$ cat config.mk
export PLATFORM = sky130hd
export DESIGN_NAME = genesis_pad_port
export DESIGN_NICKNAME = d
export VERILOG_FILES = /design/src/rtl/genesis_pad_pkg.sv /design/src/rtl/genpad_th_timer.sv /design/src/rtl/genesis_pad_port.sv
export SDC_FILE = /design/constraint.sdc
export NUM_CORES = 1
export LEC_CHECK = 0
export ABC_AREA = 1
export CAP_MARGIN = 0
export CORE_MARGIN = 5
export CORE_UTILIZATION = 35
export DETAILED_ROUTE_END_ITERATION = 10
export DONT_BUFFER_PORTS = 1
export SYNTH_ARGS = -nofsm -noshare
export SYNTH_HDL_FRONTEND = slang
export SYNTH_HIERARCHICAL = 1
export SYNTH_SLANG_ARGS = --single-unit
$ cat constraint.sdc
create_clock -name iCLK -period 2.29 [get_ports iCLK]
set_clock_uncertainty 0.2 [all_clocks]
set_input_delay 0.458 -clock iCLK [delete_from_list [all_inputs] [get_ports iCLK]]
set_output_delay 0.458 -clock iCLK [all_outputs]
set_load 0.02 [all_outputs]
$ cat src/rtl/genesis_pad_pkg.sv
// Shared types and constants for the Genesis controller-port emulation.
//   pad_type_e : pad type code coming from genesis_gamepads
//   BTN_*      : bit positions inside the 12-bit decoded button word
//   phase_t    : 6-button TH phase counter
//   port_mux() : active-low 6-bit port word for a given type/TH/phase/buttons
package genesis_pad_pkg;

    typedef enum logic [1:0] {
        PAD_SMS  = 2'b00,
        PAD_3B   = 2'b01,
        PAD_6B   = 2'b10,
        PAD_NONE = 2'b11
    } pad_type_e;

    localparam int BTN_R = 0;
    localparam int BTN_L = 1;
    localparam int BTN_D = 2;
    localparam int BTN_U = 3;
    localparam int BTN_A = 4;
    localparam int BTN_B = 5;
    localparam int BTN_C = 6;
    localparam int BTN_S = 7;
    localparam int BTN_M = 8;
    localparam int BTN_X = 9;
    localparam int BTN_Y = 10;
    localparam int BTN_Z = 11;

    typedef logic [2:0] phase_t;

    localparam phase_t PHASE_SIG_LOW  = 3'd3;
    localparam phase_t PHASE_EXTRA    = 3'd4;
    localparam phase_t PHASE_SIG_HIGH = 3'd5;

    // Buttons are 1 = pressed; the port is 0 = pressed, hence the inversions.
    function automatic logic [5:0] port_mux(input pad_type_e  pad_type,
                                            input logic       th,
                                            input phase_t     phase,
                                            input logic [11:0] b);
        logic [5:0] th_high;
        logic [5:0] th_low;
        logic [5:0] word;
        th_high = ~{b[BTN_C], b[BTN_B], b[BTN_U], b[BTN_D], b[BTN_L], b[BTN_R]};
        // L/R forced low with TH=0 is how the console recognises a 3-button pad.
        th_low  = ~{b[BTN_S], b[BTN_A], b[BTN_U], b[BTN_D], 2'b11};
        word    = 6'h3F;
        case (pad_type)
            PAD_SMS: word = th_high;
            PAD_3B:  word = th ? th_high : th_low;
            PAD_6B: begin
                case (phase)
                    PHASE_SIG_LOW:  word = ~{b[BTN_S], b[BTN_A], 4'b1111};
                    PHASE_EXTRA:    word = ~{b[BTN_C], b[BTN_B], b[BTN_Z],
                                             b[BTN_Y], b[BTN_X], b[BTN_M]};
                    PHASE_SIG_HIGH: word = ~{b[BTN_S], b[BTN_A], 4'b0000};
                    default:        word = th ? th_high : th_low;
                endcase
            end
            default: word = 6'h3F;
        endcase
        return word;
    endfunction

endpackage

$ cat src/rtl/genpad_th_timer.sv
// TH inactivity timer for the 6-button protocol.
//   iCLK      : system clock
//   iN_RESET  : synchronous active-low reset
//   iRISE     : TH rising edge seen this cycle (restarts the count)
//   iCLEAR    : hold the counter at zero (pad not in 6-button mode / type change)
//   oEXPIRE   : combinational strobe, high on the cycle the count runs out
//               with no rise and no clear; the counter restarts on that edge
module genpad_th_timer #(
    parameter int TIMEOUT_CYCLES = 75000
) (
    input  logic iCLK,
    input  logic iN_RESET,
    input  logic iRISE,
    input  logic iCLEAR,
    output logic oEXPIRE
);

    localparam int TW = (TIMEOUT_CYCLES > 2) ? $clog2(TIMEOUT_CYCLES) : 1;
    localparam logic [TW-1:0] TIMER_MAX = TW'(TIMEOUT_CYCLES - 1);

    logic [TW-1:0] timer_q;
    logic [TW-1:0] timer_d;
    logic          at_max;

    assign at_max  = (timer_q == TIMER_MAX);
    // A rise on the expiry cycle wins: the count restarts without a pulse.
    assign oEXPIRE = at_max && !iRISE && !iCLEAR;

    always_comb begin
        timer_d = timer_q + TW'(1);
        if (iCLEAR || iRISE || at_max) begin
            timer_d = '0;
        end
    end

    always_ff @(posedge iCLK) begin
        if (!iN_RESET) begin
            timer_q <= '0;
        end else begin
            timer_q <= timer_d;
        end
    end

endmodule

$ cat src/rtl/genesis_pad_port.sv
// Console-side emulation of one Genesis controller port.
//   iCLK        : system clock
//   iN_RESET    : synchronous active-low reset
//   iPAD_TYPE   : 00 SMS, 01 3-button, 10 6-button, 11 no pad
//   iBUTTONS    : {Z,Y,X,M,S,C,B,A,U,D,L,R}, 1 = pressed
//   iTH         : console select line, already synchronous to iCLK
//   oPORT_DATA  : registered active-low port word
//   oPHASE      : 6-button TH phase counter
//   oTIMEOUT    : one-cycle pulse when the phase is cleared by inactivity
module genesis_pad_port
    import genesis_pad_pkg::*;
#(
    parameter int TIMEOUT_CYCLES = 75000
) (
    input  logic        iCLK,
    input  logic        iN_RESET,
    input  logic [1:0]  iPAD_TYPE,
    input  logic [11:0] iBUTTONS,
    input  logic        iTH,
    output logic [5:0]  oPORT_DATA,
    output logic [2:0]  oPHASE,
    output logic        oTIMEOUT
);

    pad_type_e   pad_type;
    logic [1:0]  type_q;
    logic        th_q;
    logic [11:0] btn_q;
    phase_t      phase_q;
    phase_t      phase_d;
    logic [5:0]  data_q;
    logic [5:0]  data_d;
    logic        timeout_q;

    logic        th_edge;
    logic        th_rise;
    logic        type_change;
    logic        is_6b;
    logic        timer_clear;
    logic        expire;

    assign pad_type    = pad_type_e'(iPAD_TYPE);
    assign th_edge     = iTH ^ th_q;
    assign th_rise     = iTH & ~th_q;
    assign type_change = (iPAD_TYPE != type_q);
    assign is_6b       = (pad_type == PAD_6B);
    assign timer_clear = !is_6b || type_change;

    genpad_th_timer #(
        .TIMEOUT_CYCLES (TIMEOUT_CYCLES)
    ) u_timer (
        .iCLK     (iCLK),
        .iN_RESET (iN_RESET),
        .iRISE    (th_rise),
        .iCLEAR   (timer_clear),
        .oEXPIRE  (expire)
    );

    // A rise beats expiry; a timeout beats a falling edge on the same cycle.
    always_comb begin
        phase_d = phase_q;
        if (timer_clear) begin
            phase_d = '0;
        end else if (th_rise) begin
            phase_d = phase_q + 3'd1;
        end else if (expire) begin
            phase_d = '0;
        end else if (th_edge) begin
            phase_d = phase_q + 3'd1;
        end
    end

    // Uses the live TH and next phase so a TH change shows after one clock.
    assign data_d = port_mux(pad_type, iTH, phase_d, btn_q);

    // Type copy is captured even during reset so release does not look like
    // a type change.
    always_ff @(posedge iCLK) begin
        type_q <= iPAD_TYPE;
    end

    always_ff @(posedge iCLK) begin
        if (!iN_RESET) begin
            th_q      <= 1'b1;
            btn_q     <= '0;
            phase_q   <= '0;
            data_q    <= 6'h3F;
            timeout_q <= 1'b0;
        end else begin
            th_q      <= iTH;
            btn_q     <= iBUTTONS;
            phase_q   <= phase_d;
            data_q    <= data_d;
            timeout_q <= expire && !timer_clear;
        end
    end

    assign oPORT_DATA = data_q;
    assign oPHASE     = phase_q;
    assign oTIMEOUT   = timeout_q;

endmodule

==> metrics, run 1 <==
status finished, final reports clean; Mapped Cells 317; Initial Util a little over a third; Max Cap Viol 0; initial antenna violation count 0; Syn Nets 337; Async SR Flop Fraction 0%; Hold Crit Depth 1; chip height about 89 um; DP Worst Slack approximately 30 ps; grt ovf 0; top_reg_cell synth dfxtp_1; # IOs 27; Hold Fails Final Rpt 0; DRC violations left 0; slew margin rel. 68.0%; Max Root-Sink Buffers 2; worst-margin pin slew approximately 480 ps; root buffer cell clkbuf_8; post-route minimum period ~2200 ps; count of yosys warnings during synthesis 6; H-tree lvl count 2; Finished Core Util a little over two fifths; clock-pin slew on the worst setup and hold paths ~90 ps; first-pass GRT wire length between 7000 and 8000 um; EDFF count, synth 0; mapped cell area 2190 um^2; top routing layer used met4; Fmax 453 MHz; CP required approximately 2300 ps; worst hold path type input port to register; Routed Wire Length around 4600 um; layout cell share with drive strength beyond 1 17.9%; Worst R2R End oPORT_DATA[2]$_SDFF_PN1_; Wirelength per Cell 11.3 um; CTS tree done; TritonCTS Buffers 5; VDD IR max ~0.42 mV; DR WL met3 273 um; Vias per Instance around 4.4; Critical Path Start Type register; kind of critical path register to register; Nets between 300 and 400; M1 WL ~2300 um; crit path launch u_timer/timer_q[0]$_SDFF_PP0_; Initial DRC Count 59; Worst Hold End th_q$_SDFF_PN1_; clk_lat worst skew about 300 ps; Seq/Total Area, Yosys 38.3%; CTS sink cnt 42; setup TNS 0 ps; CP max FO 4; r2r setup slk between 80 and 90 ps; multi-input logic area ~1100 um^2; Seq cells post-synth 42; FILL cells between 600 and 700; largest net degree at the start of global routing 20; Final setup viols 0; Final Wtd Congestion ~0.93; vias in the first global route around 1700; final worst slack 82.7 ps; Placeable Area between 5000 and 6000 um^2; Pwr per Cell Area about 550 nW/um^2; via count 1811; leakage between 1 and 1.5 nW; Worst Path Arrival roughly 2200 ps; path depth of the worst reg2reg path 18; DP HPWL 3510 um; Routed met2 length between 1500 and 2000 um; FF-to-FF Start u_timer/timer_q[0]$_SDFF_PP0_; Die W 89.2 um; Avg Synthesized Cell Area between 6 and 7 um^2; max-slew violation count 0; Inserted Diodes 0; Port Buffers 0; die footprint a little under 8000 um^2; area growth from synthesis to layout 14.4%; crit share post-route a little under 100%; Reg area about 850 um^2; hold path start iN_RESET; drt first pass iters 4; GRT Overall Usage 12.6%; ANT nets after route 0; Rows 28; critical path capture point type register; Cell variety after synth 34
-- per-stage QoR --
| stage | std cells | instance area [um^2] | hold WS, ps | power (mW) |
|---|---|---|---|---|
| 2_1_floorplan | 317 | 2190 | 229 | 0.859 |
| 3_3_place_gp | 398 | 2340 | 282 | 0.874 |
| 3_5_place_dp | 398 | 2340 | 269 | 0.874 |
| 4_1_cts | 408 | 2460 | 10.5 | 1.40 |
| 5_1_grt | 410 | 2510 | 4.24 | 1.45 |
| 6_report | 410 | 2510 | 22.1 | 1.38 |
-- worst max-delay path, cell delays in order (launching register included) --
cell and delay, ps:
dfxtp_2 370, ha_4 140, nand2_1 40, inv_1 50
nand2_1 50, nor2_2 120, nand2_2 100, nor3_4 210
nand2_2 90, nand3_4 120, clkinv_4 80, nand2_1 80
nor2_1 50, nor2_1 140, nand2_1 70, inv_1 50
nand2_1 50, nand2_1 50, nand2_1 50
-- cell type report --
| class | instances | share of cell area [%] |
|---|---|---|
| clock buffers | 5 | 2.74 |
| clock inverters | 3 | 1.15 |
| inverters | 60 | 9.18 |
| multi-input cells | 212 | 45.3 |
| flip-flops and latches | 42 | 33.8 |
| well taps | 75 | 3.74 |
| repair buffers | 13 | 4.09 |
-- cells in the mapped netlist, types with 2 or more instances --
cell type | number | area [um^2]
inv_1 | 55 | 206
clkbuf_1 | 2 | 7.51
nand3_2 | 6 | 60.1
nand3b_1 | 4 | 30.0
ha_1 | 3 | 37.5
nand2_4 | 5 | 56.3
nand2_2 | 7 | 43.8
a21oi_1 | 7 | 35.0
nor2_4 | 3 | 33.8
dfxtp_1 | 42 | 841
nor2_1 | 40 | 150
xor2_1 | 2 | 17.5
o21ai_0 | 5 | 25.0
nor3_1 | 5 | 25.0
xnor2_1 | 3 | 26.3
nand2_1 | 85 | 319
clkinv_1 | 2 | 7.51
o211ai_1 | 2 | 15.0
nand4_1 | 2 | 12.5
nand3_1 | 22 | 110
inv_2 | 2 | 7.51
-- cells in the final DEF (no fill, tap or decap), drive strengths merged --
cell type | Yosys | final
a21oi | 8 | 8
a31oi | 1 | 1
buf | 1 | 11
clkbuf | 2 | 5
clkinv | 3 | 4
dfxtp | 42 | 42
dlygate4sd3 | 0 | 2
ha | 3 | 3
inv | 57 | 59
nand2 | 98 | 98
nand3 | 29 | 29
nand3b | 4 | 4
nand4 | 2 | 2
nor2 | 44 | 44
nor3 | 5 | 5
o211ai | 2 | 2
o21ai | 7 | 7
o21bai | 1 | 1
or2 | 3 | 3
xnor2 | 3 | 3
xor2 | 2 | 2
-- layer usage --
layer  up-vias  global-route usage [%]
met5         -                       0
met4         0                    4.47
met3         8                    4.33
met2        37                    18.9
met1       763                    16.8
li1       1003                       -
-- sequential cells by signal, summed over array words and instances (netlist names) --
| register | cells |
|---|---|
| btn_q | 12 |
| oPHASE | 3 |
| oPORT_DATA | 6 |
| oTIMEOUT | 1 |
| th_q | 1 |
| type_q | 2 |
| u_timer/timer_q | 17 |
-- report_power, final --
group,switching [mW],internal (mW)
clock,0.294,0.228
sequential,0.0176,0.751
combinational,0.0561,0.0350
total,0.368,1.01
-- cell families (layout without fill, tap and decap cells) --
logic type                 count (synthesis)  count (layout)  share of synthesized area (%)
AOI/OAI and AO/OA                         19              19                           5.42
xor gates and xnor gates                   5               5                           2.00
adders and majority gates                  3               3                           1.71
buffers and inverters                     63              81                           11.4
DFF                                       42              42                           38.3
and+or+nand+nor                          185             185                           41.2
-- timing repair --
action                                 4_1_cts  5_1_grt
buffers inserted                             0        2
gates resized for setup                      1       12
endpoints found under the hold margin        2        0
hold buffers                                 2        0
setup endpoints to repair                    1        6
pin swaps                                    0        5
-- how the worst max path moves through the flow --
stage,slack [ps],endpoint,cells past startpoint
2_1_floorplan,150,oPORT_DATA[2]$_SDFF_PN1_,18
3_3_place_gp,90,oPORT_DATA[2]$_SDFF_PN1_,18
3_5_place_dp,30,oPORT_DATA[1]$_SDFF_PN1_,16
4_1_cts,60,oPORT_DATA[1]$_SDFF_PN1_,16
5_1_grt,-50,oPORT_DATA[1]$_SDFF_PN1_,16
6_report,80,oPORT_DATA[2]$_SDFF_PN1_,18
Note: power is estimated with default switching activity, not from simulation.
==> run 2: changes to the inputs <==
Settings changed: SKIP_CTS_REPAIR_TIMING from default to 1.
==> run 2 against run 1 <==
  * Wire length rose by 0.11%
  * Highest routed layer unchanged
  * Critical path type unchanged
  * Global-route usage decreased by 0.23 points
  * Hold slack better by 0.56 ps
  * Largest cell class unchanged
==> metrics, run 2 (synthesis gave the netlist of run 1 again) <==
status finished, final reports clean; first-pass GRT wire length 7570 um (-2.1%); layout cell share with drive strength beyond 1 19.1% (+1.2 points); setup TNS 0 ps (unchanged); kind of critical path register to register; leakage 1.13 nW (+0.15%); path depth of the worst reg2reg path 18 (unchanged); Worst Path Arrival 2220 ps (about the same); post-route minimum period 2210 ps (+5.82 ps); final worst slack 76.9 ps (-5.82 ps); Post-Layout Cell Count 410 (unchanged); root buffer cell clkbuf_8; Max Cap Viol 0 (unchanged); CP required 2300 ps (about the same); Rows 28 (unchanged); Routed Wire Length 4650 um (+0.11%); Initial Util 36.6% (unchanged); ANT nets after route 0 (unchanged); DRC violations left 0 (unchanged); crit path launch u_timer/timer_q[0]$_SDFF_PP0_; chip height 89.2 um (unchanged); total power 1.38 mW (about the same); DP Worst Slack 30.1 ps (unchanged); r2r setup slk 80 ps (about the same); slew margin rel. 67.9% (-0.079 points); area growth from synthesis to layout 14.3% (about the same); Final setup viols 0 (unchanged); Hold Crit Depth 1 (unchanged); drt first pass iters 4 (unchanged); Final Wtd Congestion 0.927 (unchanged); Fmax 452 MHz (-0.26%); critical path capture point type register; FILL cells 622 (-0.16%); CTS tree done; grt ovf 0 (unchanged); Pwr per Cell Area 552 nW/um^2 (+0.12%); Initial DRC Count 57 (-3.4%); via count 1807 (-0.22%); H-tree lvl count 2 (unchanged); register name with the most flops u_timer/timer_q; Critical Path Start Type register; worst-margin pin slew 477 ps (+1.18 ps); TritonCTS Buffers 5 (unchanged); largest net degree at the start of global routing 20 (unchanged); crit share post-route 96.6% (+0.25 points); initial antenna violation count 0 (unchanged); Setup crit end oPORT_DATA[2]$_SDFF_PN1_; # IOs 27 (unchanged); Placeable Area 5990 um^2 (unchanged); Worst R2R End oPORT_DATA[2]$_SDFF_PN1_; DP HPWL 3510 um (unchanged); clk_lat worst skew 300 ps (about the same); GRT Overall Usage 12.4% (-0.23 points); worst hold path type input port to register; most frequent cells in the layout 82 x nand2_1, 55 x inv_1, 39 x nor2_1, 33 x dfxtp_1, 22 x nand3_1; max-slew violation count 0 (unchanged); max reg flops 17 (unchanged); Max Root-Sink Buffers 2 (unchanged); VDD IR max 0.416 mV (-0.30%); clock-pin slew on the worst setup and hold paths 90 ps (about the same); Die W 89.2 um (unchanged); vias in the first global route 1693 (-2.0%); Port Buffers 0 (unchanged); Wirelength per Cell 11.3 um (+0.11%); placed cells 398 (unchanged); CTS sink cnt 42 (unchanged); Hold Fails Final Rpt 0 (unchanged); Inserted Diodes 0 (unchanged); Nets 354 (unchanged); CP max FO 4 (unchanged); Finished Core Util 41.9% (about the same); FF-to-FF Start u_timer/timer_q[0]$_SDFF_PP0_; commonest non-fill, non-tap cell in the layout nand2_1; Vias per Instance 4.41 (-0.22%); die footprint 7950 um^2 (unchanged)
run 2: cell count changes in the layout (fill, tap and decap cells not counted):
| cell | previous run | this run |
|---|---|---|
| nor3_2 | 0 | 1 |
| nand2_1 | 83 | 82 |
| nor2_1 | 38 | 39 |
| nor2_2 | 3 | 2 |
| nor3_4 | 1 | 0 |
| nand2_2 | 9 | 10 |
| dfxtp_1 | 37 | 33 |
| dfxtp_2 | 5 | 9 |
run 2: worst min-delay path by stage:
stage,slack [ps],start,end
after global placement,280,btn_q[2]$_SDFF_PN0_,oPORT_DATA[2]$_SDFF_PN1_
after floorplan,230,u_timer/timer_q[0]$_SDFF_PP0_,u_timer/timer_q[0]$_SDFF_PP0_
final,20,iN_RESET,th_q$_SDFF_PN1_
after detailed placement,270,btn_q[2]$_SDFF_PN0_,oPORT_DATA[2]$_SDFF_PN1_
after CTS,-40,iPAD_TYPE[1],type_q[1]$_DFF_P_
after global routing,4,iN_RESET,th_q$_SDFF_PN1_
run 2: worst max-delay path, stage by stage, from the launching register on:
cell,delay [ps]
dfxtp_2,370
ha_4,140
nand2_1,40
inv_1,50
nand2_1,40
nor2_1,90
nand2_1,130
nor3_2,220
nand2_1,120
nand3_4,130
clkinv_4,80
nand2_2,70
nor2_1,40
nor2_1,140
nand2_1,70
inv_1,50
nand2_1,50
nand2_1,50
nand2_1,50
run 2: through the flow:
step | instance area [um^2] | hold slack (ps)
floorplan | 2190 | 229
global placement | 2340 | 282
detailed placement | 2340 | 269
CTS | 2430 | -40.3
global route | 2510 | 4.35
finish | 2510 | 22.7
run 2: layer usage:
metal	GRT usage, %	vias up	wire (um)
li1	-	1001	-
met4	4.47	0	56
met1	16.4	768	2350
met5	0	-	0
met2	18.3	32	1970
met3	4.79	6	273
run 2: area by class of cell:
type	instances	area [um^2]	area share, %
Clock buffer	5	68.8	2.74
Clock inverter	3	28.8	1.15
Inverter	60	230	9.18
Multi-Input combinational cell	212	1130	45.1
Sequential cell	42	852	34.0
Tap cell	75	93.8	3.74
Timing Repair Buffer	13	103	4.09
run 2: power by group:
| group | switching (mW) | internal (mW) |
|---|---|---|
| logic | 0.0563 | 0.0351 |
| registers | 0.0176 | 0.751 |
| clock network | 0.295 | 0.228 |
==> run 3: changes to the inputs <==
Settings changed: ABC_CLOCK_PERIOD_IN_PS from default to 2290.
==> results of run 3 <==
Same layout as run 2: the final DEF is identical, and so are final timing and power.
